## config.mk

```make
export PLATFORM = sky130hd
export DESIGN_NAME = uc_pilha_seq_flat
export DESIGN_NICKNAME = d
export VERILOG_FILES = /design/src/rtl/uc_pilha_seq_if.sv /design/src/rtl/uc_pilha_seq.sv /design/src/flat_wrapper.sv
export SDC_FILE = /design/constraint.sdc
export NUM_CORES = 1
export LEC_CHECK = 0
export ABC_AREA = 1
export BUFFER_PORTS_ARGS = -buffer_cell sky130_fd_sc_hd__buf_2
export CORE_MARGIN = 2
export CORE_UTILIZATION = 35
export DETAILED_ROUTE_END_ITERATION = 10
export PLACE_DENSITY = 0.56
export SKIP_CTS_REPAIR_TIMING = 1
export SYNTH_ARGS = -nofsm -noshare
export SYNTH_HDL_FRONTEND = slang
export SYNTH_SLANG_ARGS = --single-unit
```

## constraint.sdc

```tcl
create_clock -name clock -period 2.8 [get_ports clock]
set_clock_uncertainty 0.05 [all_clocks]
set_input_delay 0.56 -clock clock [delete_from_list [all_inputs] [get_ports clock]]
set_output_delay 0.56 -clock clock [all_outputs]
set_load 0.05 [all_outputs]
```

## src/rtl/uc_pilha_seq_if.sv

```systemverilog
// Request/status bundle between a stack user and the uc_pilha_seq pointer controller.
// The master drives requests. The slave (controller) returns addresses and status.
interface uc_pilha_seq_if #(
  parameter int W     = 32,
  parameter int DEPTH = 16
);
  localparam int CW = $clog2(DEPTH + 1);

  logic          PilhaE;
  logic          PilhaOP;
  logic          clr_erro;
  logic [W-1:0]  rp_out;
  logic [W-1:0]  rp_mem;
  logic          mem_we;
  logic [CW-1:0] count;
  logic          cheia;
  logic          vazia;
  logic          erro;

  modport master (
    output PilhaE, PilhaOP, clr_erro,
    input  rp_out, rp_mem, mem_we, count, cheia, vazia, erro
  );

  modport slave (
    input  PilhaE, PilhaOP, clr_erro,
    output rp_out, rp_mem, mem_we, count, cheia, vazia, erro
  );
endinterface

```

## src/rtl/uc_pilha_seq.sv

```systemverilog
// uc_pilha_seq: stack-pointer and occupancy controller for a memory-backed LIFO.
// Define UC_PILHA_PROT_EN to enable overflow/underflow detection and the ERRO state.
module uc_pilha_seq #(
  parameter int W     = 32,
  parameter int DEPTH = 16,
  parameter int BASE  = 0
) (
  input  logic          clock,
  input  logic          reset,
  uc_pilha_seq_if.slave bus
);
  localparam int            CW      = $clog2(DEPTH + 1);
  localparam logic [W-1:0]  ONE_W   = W'(1);
  localparam logic [W-1:0]  RP_RST  = W'(BASE) - ONE_W;
  localparam logic [CW-1:0] ONE_C   = CW'(1);
  localparam logic [CW-1:0] CNT_MAX = CW'(DEPTH);

  typedef enum logic {OK, ERRO} state_t;

  state_t        state, state_nx;
  logic [W-1:0]  rp_q;
  logic [CW-1:0] cnt_q;
  logic [CW-1:0] cnt_inc, cnt_dec;
  logic          full, empty;
  logic          req, fault, push_ok, pop_ok;

  // NOTE: every always_comb output gets a default first, so no path leaves a latch.
  always_comb begin
    full    = (cnt_q == CNT_MAX);
    empty   = (cnt_q == '0);
    // An op presented in the reset cycle is discarded, so it can neither commit nor fault.
    req     = bus.PilhaE && !reset;
`ifdef UC_PILHA_PROT_EN
    fault   = req && (bus.PilhaOP ? full : empty);
`else
    fault   = 1'b0;
`endif
    push_ok = req && (state == OK) && !fault && bus.PilhaOP;
    pop_ok  = req && (state == OK) && !fault && !bus.PilhaOP;
    // Occupancy wraps modulo DEPTH+1 when protection is absent.
    cnt_inc = full  ? '0      : cnt_q + ONE_C;
    cnt_dec = empty ? CNT_MAX : cnt_q - ONE_C;
  end

  // A fault in the same cycle as clr_erro keeps the FSM in ERRO.
  always_comb begin
    state_nx = state;
    case (state)
      OK:      if (fault) state_nx = ERRO;
      ERRO:    if (!fault && bus.clr_erro) state_nx = OK;
      default: state_nx = OK;
    endcase
  end

  // NOTE: state registers use non-blocking assignments so every flop samples pre-edge values.
  always_ff @(posedge clock) begin
    if (reset) begin
      state <= OK;
      rp_q  <= RP_RST;
      cnt_q <= '0;
    end else begin
      state <= state_nx;
      if (push_ok) begin
        rp_q  <= rp_q + ONE_W;
        cnt_q <= cnt_inc;
      end else if (pop_ok) begin
        rp_q  <= rp_q - ONE_W;
        cnt_q <= cnt_dec;
      end
    end
  end

`ifdef UC_PILHA_PROT_EN
  logic erro_q;

  always_ff @(posedge clock) begin
    if (reset) erro_q <= 1'b0;
    else       erro_q <= (state_nx == ERRO);
  end

  assign bus.erro = erro_q;
`else
  assign bus.erro = 1'b0;
`endif

  // A push writes one slot above the current top; a pop reads the top itself.
  assign bus.rp_mem = push_ok ? rp_q + ONE_W : rp_q;
  assign bus.mem_we = push_ok;
  assign bus.rp_out = rp_q;
  assign bus.count  = cnt_q;
  assign bus.cheia  = full;
  assign bus.vazia  = empty;
endmodule

```

## src/flat_wrapper.sv

```systemverilog
// flat-port wrapper written by rule: the top's interface ports become plain ports
module uc_pilha_seq_flat 
#(
  parameter int W     = 32,
  parameter int DEPTH = 16,
  parameter int BASE  = 0
)
  (clock, reset, bus_PilhaE, bus_PilhaOP, bus_clr_erro, bus_rp_out, bus_rp_mem, bus_mem_we, bus_count, bus_cheia, bus_vazia, bus_erro);
  uc_pilha_seq_if #(.W(W), .DEPTH(DEPTH)) bus_i ();
  input  logic clock;
  input  logic reset;
  input wire logic [$bits(bus_i.PilhaE)-1:0] bus_PilhaE;
  input wire logic [$bits(bus_i.PilhaOP)-1:0] bus_PilhaOP;
  input wire logic [$bits(bus_i.clr_erro)-1:0] bus_clr_erro;
  output wire logic [$bits(bus_i.rp_out)-1:0] bus_rp_out;
  output wire logic [$bits(bus_i.rp_mem)-1:0] bus_rp_mem;
  output wire logic [$bits(bus_i.mem_we)-1:0] bus_mem_we;
  output wire logic [$bits(bus_i.count)-1:0] bus_count;
  output wire logic [$bits(bus_i.cheia)-1:0] bus_cheia;
  output wire logic [$bits(bus_i.vazia)-1:0] bus_vazia;
  output wire logic [$bits(bus_i.erro)-1:0] bus_erro;
  assign bus_i.PilhaE = bus_PilhaE;
  assign bus_i.PilhaOP = bus_PilhaOP;
  assign bus_i.clr_erro = bus_clr_erro;
  assign bus_rp_out = bus_i.rp_out;
  assign bus_rp_mem = bus_i.rp_mem;
  assign bus_mem_we = bus_i.mem_we;
  assign bus_count = bus_i.count;
  assign bus_cheia = bus_i.cheia;
  assign bus_vazia = bus_i.vazia;
  assign bus_erro = bus_i.erro;
  uc_pilha_seq #(.W(W), .DEPTH(DEPTH), .BASE(BASE)) u_core (.clock(clock), .reset(reset), .bus(bus_i));
endmodule
```

==> results of run 1 <==
## layout by cell type (no fill, tap or decap), types with 2 or more instances in the layout
cell	count
sky130_fd_sc_hd__nand2_1	259
sky130_fd_sc_hd__nor2_1	98
sky130_fd_sc_hd__buf_2	69
sky130_fd_sc_hd__inv_1	52
sky130_fd_sc_hd__nand3_1	52
sky130_fd_sc_hd__o21ai_0	47
sky130_fd_sc_hd__a21oi_1	41
sky130_fd_sc_hd__buf_4	31
sky130_fd_sc_hd__dfxtp_1	26
sky130_fd_sc_hd__nor2_2	17
sky130_fd_sc_hd__nor3_1	13
sky130_fd_sc_hd__dfxtp_2	12
sky130_fd_sc_hd__xor2_1	11
sky130_fd_sc_hd__inv_2	8
sky130_fd_sc_hd__nand2_2	8
sky130_fd_sc_hd__nor2_4	7
sky130_fd_sc_hd__nand4_1	7
sky130_fd_sc_hd__o21ai_1	7
sky130_fd_sc_hd__ha_1	5
sky130_fd_sc_hd__clkbuf_16	5
sky130_fd_sc_hd__o21bai_1	3
sky130_fd_sc_hd__clkbuf_4	3
sky130_fd_sc_hd__nand3_2	2
sky130_fd_sc_hd__a31oi_1	2
sky130_fd_sc_hd__o211ai_1	2
sky130_fd_sc_hd__or2_2	2
sky130_fd_sc_hd__o22ai_1	2
## metrics by stage
stage	std cells	area [sq um]	utilization [%]	power (mW)
global placement	936	4507	41.21	1.709
detailed placement	936	4507	41.21	1.713
global route	946	4715	43.11	2.494
floorplan	732	3945	-	1.452
finish	946	4715	43.11	2.355
CTS	944	4654	42.56	2.347
## area by class of cell
class,count,area [sq um]
Clock buffer,7,142.6
Clock inverter,1,5.005
Fill cell,1247,6221
Inverter,61,231.5
Multi-Input combinational cell,595,2764
Sequential cell,38,775.7
Tap cell,140,175.2
Timing Repair Buffer,104,620.6
## power breakdown
part           switching [mW]  leakage, nW  internal (mW)
Sequential             0.0706        0.310          0.583
Clock                   0.269       0.0739          0.355
Combinational           0.790         1.92          0.287
## flip-flops by register name, indices dropped and copies added (netlist names)
| signal | flops |
|---|---|
| u_core.state | 1 |
| u_core.bus.count | 5 |
| u_core.bus.rp_out | 32 |
## logic make-up after synthesis
group,count (synthesis)
adders and majority gates,6
DFF,38
buffers and inverters,99
other,1
and+or+nand+nor,467
xor gates and xnor gates,12
AOI/OAI and AO/OA,109
## routing by layer
metal	wire, um	share of wire, %
met4	402	2.7
met1	6479	44
met2	6863	47
met5	0	0
met3	928	6.3
## worst max path at each step
stage | start | endpoint | cells past startpoint
after floorplan | reset | bus_rp_mem[25] | 7
after global placement | bus_PilhaE | bus_rp_mem[2] | 9
after detailed placement | bus_PilhaE | bus_rp_mem[5] | 10
after CTS | u_core.bus.rp_out[19] | bus_rp_mem[28] | 9
after global routing | u_core.bus.rp_out[0] | bus_rp_mem[16] | 10
final | u_core.bus.rp_out[2] | bus_rp_mem[27] | 10
## cells in the mapped netlist (all sizes together) (3+ instances only)
| library cell | instances | area (sq um) |
|---|---|---|
| nor2 | 122 | 553.0 |
| xor2 | 11 | 96.34 |
| o21ai | 54 | 270.3 |
| nand3 | 54 | 275.3 |
| ha | 6 | 75.07 |
| o21bai | 3 | 22.52 |
| nand2 | 268 | 1031 |
| buf | 28 | 162.7 |
| dfxtp | 38 | 760.7 |
| inv | 61 | 229.0 |
| clkbuf | 10 | 38.78 |
| a21oi | 41 | 205.2 |
| nand4 | 7 | 43.79 |
| nor3 | 13 | 65.06 |
==> impl_metrics.py, run 1 <==
metrics = {
    "floorplan": {
        "boundaryPins": 78,
        "floorplan.initialDensity_pct": 36.08,
        "die_outline_width_um": 110.2,
        "fp.coreArea_sq_um": 10940,
        "design.die.area_sq_um": 12140,
        "fp-row-count": 38,
        "die_h_um": 110.2,
    },
    "outcome": {
        "outcome": "completed",
    },
    "timing": {
        "setup_slack_ns": 0.1312,
        "unrepaired_setup_endpoints_after_global_routing": "no",
        "setup_tns_ns": 0,
        "fin_hold_ws_ns": 0.3603,
        "timing_worst_slew_pin_value_ns": 1.032,
        "hold_viol_final": 0,
        "max-slew-margin-rel_pct": 31.00,
        "achievable-frequency_mhz": 374.7,
        "final_period_minus_worst_setup_slack_ns": 2.669,
        "finalSetupViolations": 0,
        "report.final.slew_viol_count": 0,
        "layout_worst_path_cycle_share_pct": 95.31,
    },
    "place": {
        "gp_routability_congestion": 0.8924,
        "post-dp-hpwl_mm": 11.11,
        "port_buffers": 76,
        "place_ws_ns": 0.1978,
    },
    "cells_and_area": {
        "n_antenna_cell": 0,
        "final_layout_size_suffix_gt1_share_pct": 21.22,
        "area.growth.synth_to_final_pct": 19.51,
        "final_net_count": 816,
    },
    "clock_tree": {
        "ctsHtreeMaxLevel": 2,
        "clock_tree_from_tritoncts": "done",
        "clock_tree.root_cell": "sky130_fd_sc_hd__clkbuf_16",
        "clkSinkCount": 38,
        "cts-root-to-sink-buffers": 2,
        "cts_buffers": 5,
        "clk_pin_slew_ns": 0.06,
        "clk_latency_ns": 0.30,
    },
    "global_routing": {
        "met3_usage_pct": 3.527,
        "grt_most_used_layer": "met2",
        "antenna_found_initial": 0,
        "track_usage_pct": 25.01,
        "groute.layer.met1.usage_pct": 32.76,
        "largest_net_degree_at_the_start_of_global_routing": 62,
        "groute.layer.met2.usage_pct": 41.50,
        "grt_remaining_overflow": 0,
        "grt_pass1_vias": 4519,
        "grt_pass1_wl_mm": 23.05,
    },
    "synth": {
        "synth_edf_count": 0,
        "yosys_synthesis_warning_count": 0,
        "synthesis_stage_register_bit_count": 38,
        "synthSimpleGateAreaFrac_pct": 50.36,
        "syn_nets": 743,
        "ys_dominant_reg_cell": "sky130_fd_sc_hd__dfxtp_1",
        "synthXorXnorAreaFrac_pct": 2.664,
        "synthesis.instances": 732,
        "yosys-mux-area-fraction_pct": 0,
        "postSynthAreaPerCell_sq_um": 5.389,
        "share_of_the_synthesized_area_in_compound_gates_ao_oa_aoi_oai_pct": 14.78,
        "seq_area_frac_synth_pct": 19.28,
        "synth_top_family_by_area": "simple AND/OR/NAND/NOR gates",
        "synth.lib_cells_used.distinct": 36,
        "netlist_area_sq_um": 3945,
        "synth-async-reset-ratio_pct": 0,
        "adder_cell_fraction_of_synth_area_pct": 1.903,
    },
    "worst_hold_path": {
        "hold_path_depth": 2,
        "min-delay-path-class": "input pin to flip-flop",
        "min-delay-start": "bus_clr_erro",
        "whs_endpoint": "u_core.state",
    },
    "routing": {
        "final_antenna_net_count": 0,
        "routed_wl_mm": 14.67,
        "drt_drc_violations_left": 0,
        "avgViaCountPerCell": 5.169,
        "detail_route.iter0.violations": 410,
        "route.vias.total": 4890,
        "drt_pre_antenna_iters": 5,
        "drt-wirelength-per-cell_um": 15.51,
    },
    "worst_setup_path": {
        "reg2reg_to": "u_core.bus.rp_out[30]",
        "cp.buffers_inverters": 3,
        "timing.rr.start": "u_core.bus.rp_out[0]",
        "crit_slowest_cell": "sky130_fd_sc_hd__dfxtp_1",
        "max_incr_delay_on_cp_ns": 0.44,
        "critical_path.startpoint_type": "flip-flop",
        "worst_ep_required_time_ns": 2.19,
        "timing.reg2reg.setup_slack_ns": 0.66,
        "rr_worst_depth": 11,
        "critPathTopFamily": "simple AND/OR/NAND/NOR gates",
        "crit_path_end_kind": "primary output",
        "critical_path_class": "flip-flop to primary output",
        "cp_data_arrival_time_ns": 2.06,
        "critical_path_cell_list": "nand2_1 > nor2_4 > buf_4 > inv_2 > nor2_2 > nand3_1 > nand2_1 > nand2_1 > o21ai_0 > buf_2",
        "timing.critical_path.fanout_max": 6,
        "path_common_cell": "sky130_fd_sc_hd__nand2_1",
    },
    "power_and_ir_drop": {
        "peak_ir_drop_on_the_vdd_network_mv": 0.2792,
        "power.leakage_nw": 2.305,
        "power_density_normalized_to_cell_area_nw_per_um2": 499.5,
    },
    "job": {
        "drv_cap": 0,
    },
}
No activity file was read; power rests on OpenSTA's default activity.
==> inputs of run 2 (changes only) <==
--- a/config.mk
+++ b/config.mk
@@ -10,7 +10,7 @@
 export CORE_MARGIN = 2
 export CORE_UTILIZATION = 35
 export DETAILED_ROUTE_END_ITERATION = 10
-export PLACE_DENSITY = 0.56
+export PLACE_DENSITY = 0.58
 export SKIP_CTS_REPAIR_TIMING = 1
 export SYNTH_ARGS = -nofsm -noshare
 export SYNTH_HDL_FRONTEND = slang
==> constraint.sdc (replaced) <==
create_clock -name clock -period 2.34 [get_ports clock]
set_clock_uncertainty 0.05 [all_clocks]
set_input_delay 0.468 -clock clock [delete_from_list [all_inputs] [get_ports clock]]
set_output_delay 0.468 -clock clock [all_outputs]
set_load 0.05 [all_outputs]
==> run 2 against run 1 <==
  * The flow now finishes with violations (setup timing)
  * Critical path depth is 1 higher
  * Largest cell class unchanged
  * Highest routed layer unchanged
  * Global-route usage hardly changed
  * Critical endpoint is now bus_rp_mem[30]
  * Routed wire length is 1.1% higher
  * Die area stayed put
  * Sequential share of layout area is 1.3 points lower
  * Final cell count is 2.9% higher
  * Sequential cell count stayed put
  * Sequential power is 18% higher
  * First-iteration DRC count is 18% lower
==> impl_metrics.py, run 2 (synthesis results as in run 1) <==
metrics = {
    "outcome": {
        "outcome": "finished with violations",
        "violations": "setup timing",
    },
    "timing": {
        "fin_hold_ws_ns": 0.2821,
        "achievable-frequency_mhz": 421.7,
        "final_period_minus_worst_setup_slack_ns": 2.371,
        "unrepaired_setup_endpoints_after_global_routing": "yes",
        "report.final.slew_viol_count": 0,
        "finalSetupViolations": 3,
        "layout_worst_path_cycle_share_pct": 101.3,
        "setup_slack_ns": -0.03109,
        "hold_viol_final": 0,
    },
    "power_and_ir_drop": {
        "peak_ir_drop_on_the_vdd_network_mv": 0.3547,
        "totalPowerFinal_mw": 3.010,
        "power.leakage_nw": 2.545,
        "power_density_normalized_to_cell_area_nw_per_um2": 561.6,
    },
    "routing": {
        "routed_wl_mm": 14.84,
        "drt-wirelength-per-cell_um": 15.25,
        "top_layer_used": "met4",
        "drt_drc_violations_left": 0,
        "route.vias.total": 5082,
        "detail_route.iter0.violations": 338,
        "drt_pre_antenna_iters": 7,
        "routed-wl-met2_mm": 6.945,
        "avgViaCountPerCell": 5.223,
        "wl_met3_um": 841,
        "final_antenna_net_count": 0,
        "m1WireLength_mm": 6.812,
    },
    "clock_tree": {
        "clock_tree_from_tritoncts": "done",
        "clk_pin_slew_ns": 0.06,
        "clock_tree.root_cell": "sky130_fd_sc_hd__clkbuf_16",
        "ctsHtreeMaxLevel": 2,
        "clk_latency_ns": 0.29,
        "cts_buffers": 5,
        "cts-root-to-sink-buffers": 2,
        "clkSinkCount": 38,
    },
    "cells_and_area": {
        "final_net_count": 843,
        "n_antenna_cell": 0,
        "seqCellArea_sq_um": 810.8,
        "multi_input_area_sq_um": 3022,
        "final_area_sq_um": 5359,
        "max_reg_flops": 32,
        "finalNonFillerCells": 973,
        "layout.cells.most_common_list": "sky130_fd_sc_hd__nand2_1, sky130_fd_sc_hd__nor2_1, sky130_fd_sc_hd__buf_4",
        "fill_cells": 1171,
        "final_layout_size_suffix_gt1_share_pct": 32.29,
        "area.growth.synth_to_final_pct": 35.84,
        "mostFrequentLayoutCell": "sky130_fd_sc_hd__nand2_1",
    },
    "global_routing": {
        "largest_net_degree_at_the_start_of_global_routing": 30,
        "grt_pass1_wl_mm": 23.60,
        "grt_pass1_vias": 4707,
        "grt_remaining_overflow": 0,
        "track_usage_pct": 24.97,
        "antenna_found_initial": 0,
    },
    "floorplan": {
        "die_h_um": 110.2,
        "fp.coreArea_sq_um": 10940,
        "die_outline_width_um": 110.2,
        "design.die.area_sq_um": 12140,
        "floorplan.initialDensity_pct": 36.08,
        "boundaryPins": 78,
        "fp-row-count": 38,
    },
    "worst_setup_path": {
        "timing.reg2reg.setup_slack_ns": 0.32,
        "worst_ep_required_time_ns": 1.82,
        "timing.critical_path.fanout_max": 5,
        "critical_path_class": "flip-flop to primary output",
        "endpoint": "bus_rp_mem[30]",
        "crit_path_end_kind": "primary output",
        "critical_path_origin": "u_core.bus.rp_out[1]",
        "cp_data_arrival_time_ns": 1.85,
        "critical_path.startpoint_type": "flip-flop",
        "reg2reg_to": "u_core.bus.rp_out[20]",
        "rr_worst_depth": 12,
        "timing.rr.start": "u_core.bus.rp_out[0]",
    },
    "place": {
        "place_ws_ns": 0.09813,
        "placement.cell_area_sq_um": 4785,
        "gp_routability_congestion": 0.9920,
        "post-dp-hpwl_mm": 11.31,
        "port_buffers": 76,
        "placedCellCount": 958,
    },
    "worst_hold_path": {
        "min-delay-path-class": "input pin to flip-flop",
    },
    "job": {
        "drv_cap": 0,
    },
}
-- run 2: cell count changes in the layout (fill, tap and decap cells not counted), sizes merged --
cell    change
buf        +27
inv         -1
clkinv      +1
-- run 2: cell type report --
cell class / count / share of cell area [%]
Multi-Input combinational cell: 595 / 56.39
Clock inverter: 1 / 0.09339
Inverter: 61 / 4.459
Clock buffer: 7 / 2.662
Timing Repair Buffer: 131 / 18.00
Sequential cell: 38 / 15.13
Tap cell: 140 / 3.269
-- run 2: layer usage --
metal  vias to the layer above  track usage (%)
met2                       157            41.06
li1                       2539                -
met4                         0            6.250
met3                        24            3.704
met1                      2362            34.24
met5                         -                0
-- run 2: per-stage QoR --
stage	utilization (%)	setup TNS, ns
global placement	43.75	0
global route	49.00	-0.8741
CTS	45.10	-2.479
finish	49.00	-0.05765
detailed placement	43.75	0
floorplan	-	-0.8282
-- run 2: worst min path at each step --
| stage | start | end | cells past startpoint |
|---|---|---|---|
| floorplan | u_core.state | u_core.state | 2 |
| global placement | u_core.state | u_core.state | 2 |
| detailed placement | u_core.state | u_core.state | 2 |
| CTS | bus_clr_erro | u_core.state | 2 |
| global route | bus_clr_erro | u_core.state | 2 |
| finish | bus_clr_erro | u_core.state | 2 |
-- run 2: worst max-delay path: stages (launching register included) --
cell                      delay (ns)
sky130_fd_sc_hd__dfxtp_4        0.37
sky130_fd_sc_hd__ha_4           0.16
sky130_fd_sc_hd__nand3_4        0.09
sky130_fd_sc_hd__nor2_4         0.22
sky130_fd_sc_hd__inv_4          0.08
sky130_fd_sc_hd__nor2_4         0.15
sky130_fd_sc_hd__nand2_1        0.08
sky130_fd_sc_hd__nand2_1        0.06
sky130_fd_sc_hd__nand2_1        0.06
sky130_fd_sc_hd__nand2_2        0.07
sky130_fd_sc_hd__o21ai_2        0.07
sky130_fd_sc_hd__buf_6          0.15
-- run 2: report_power, final --
part,total (mW),internal (mW),switching [mW]
logic,1.50,0.473,1.03
registers,0.774,0.699,0.0756
clock network,0.731,0.424,0.306
total,3.01,1.60,1.41
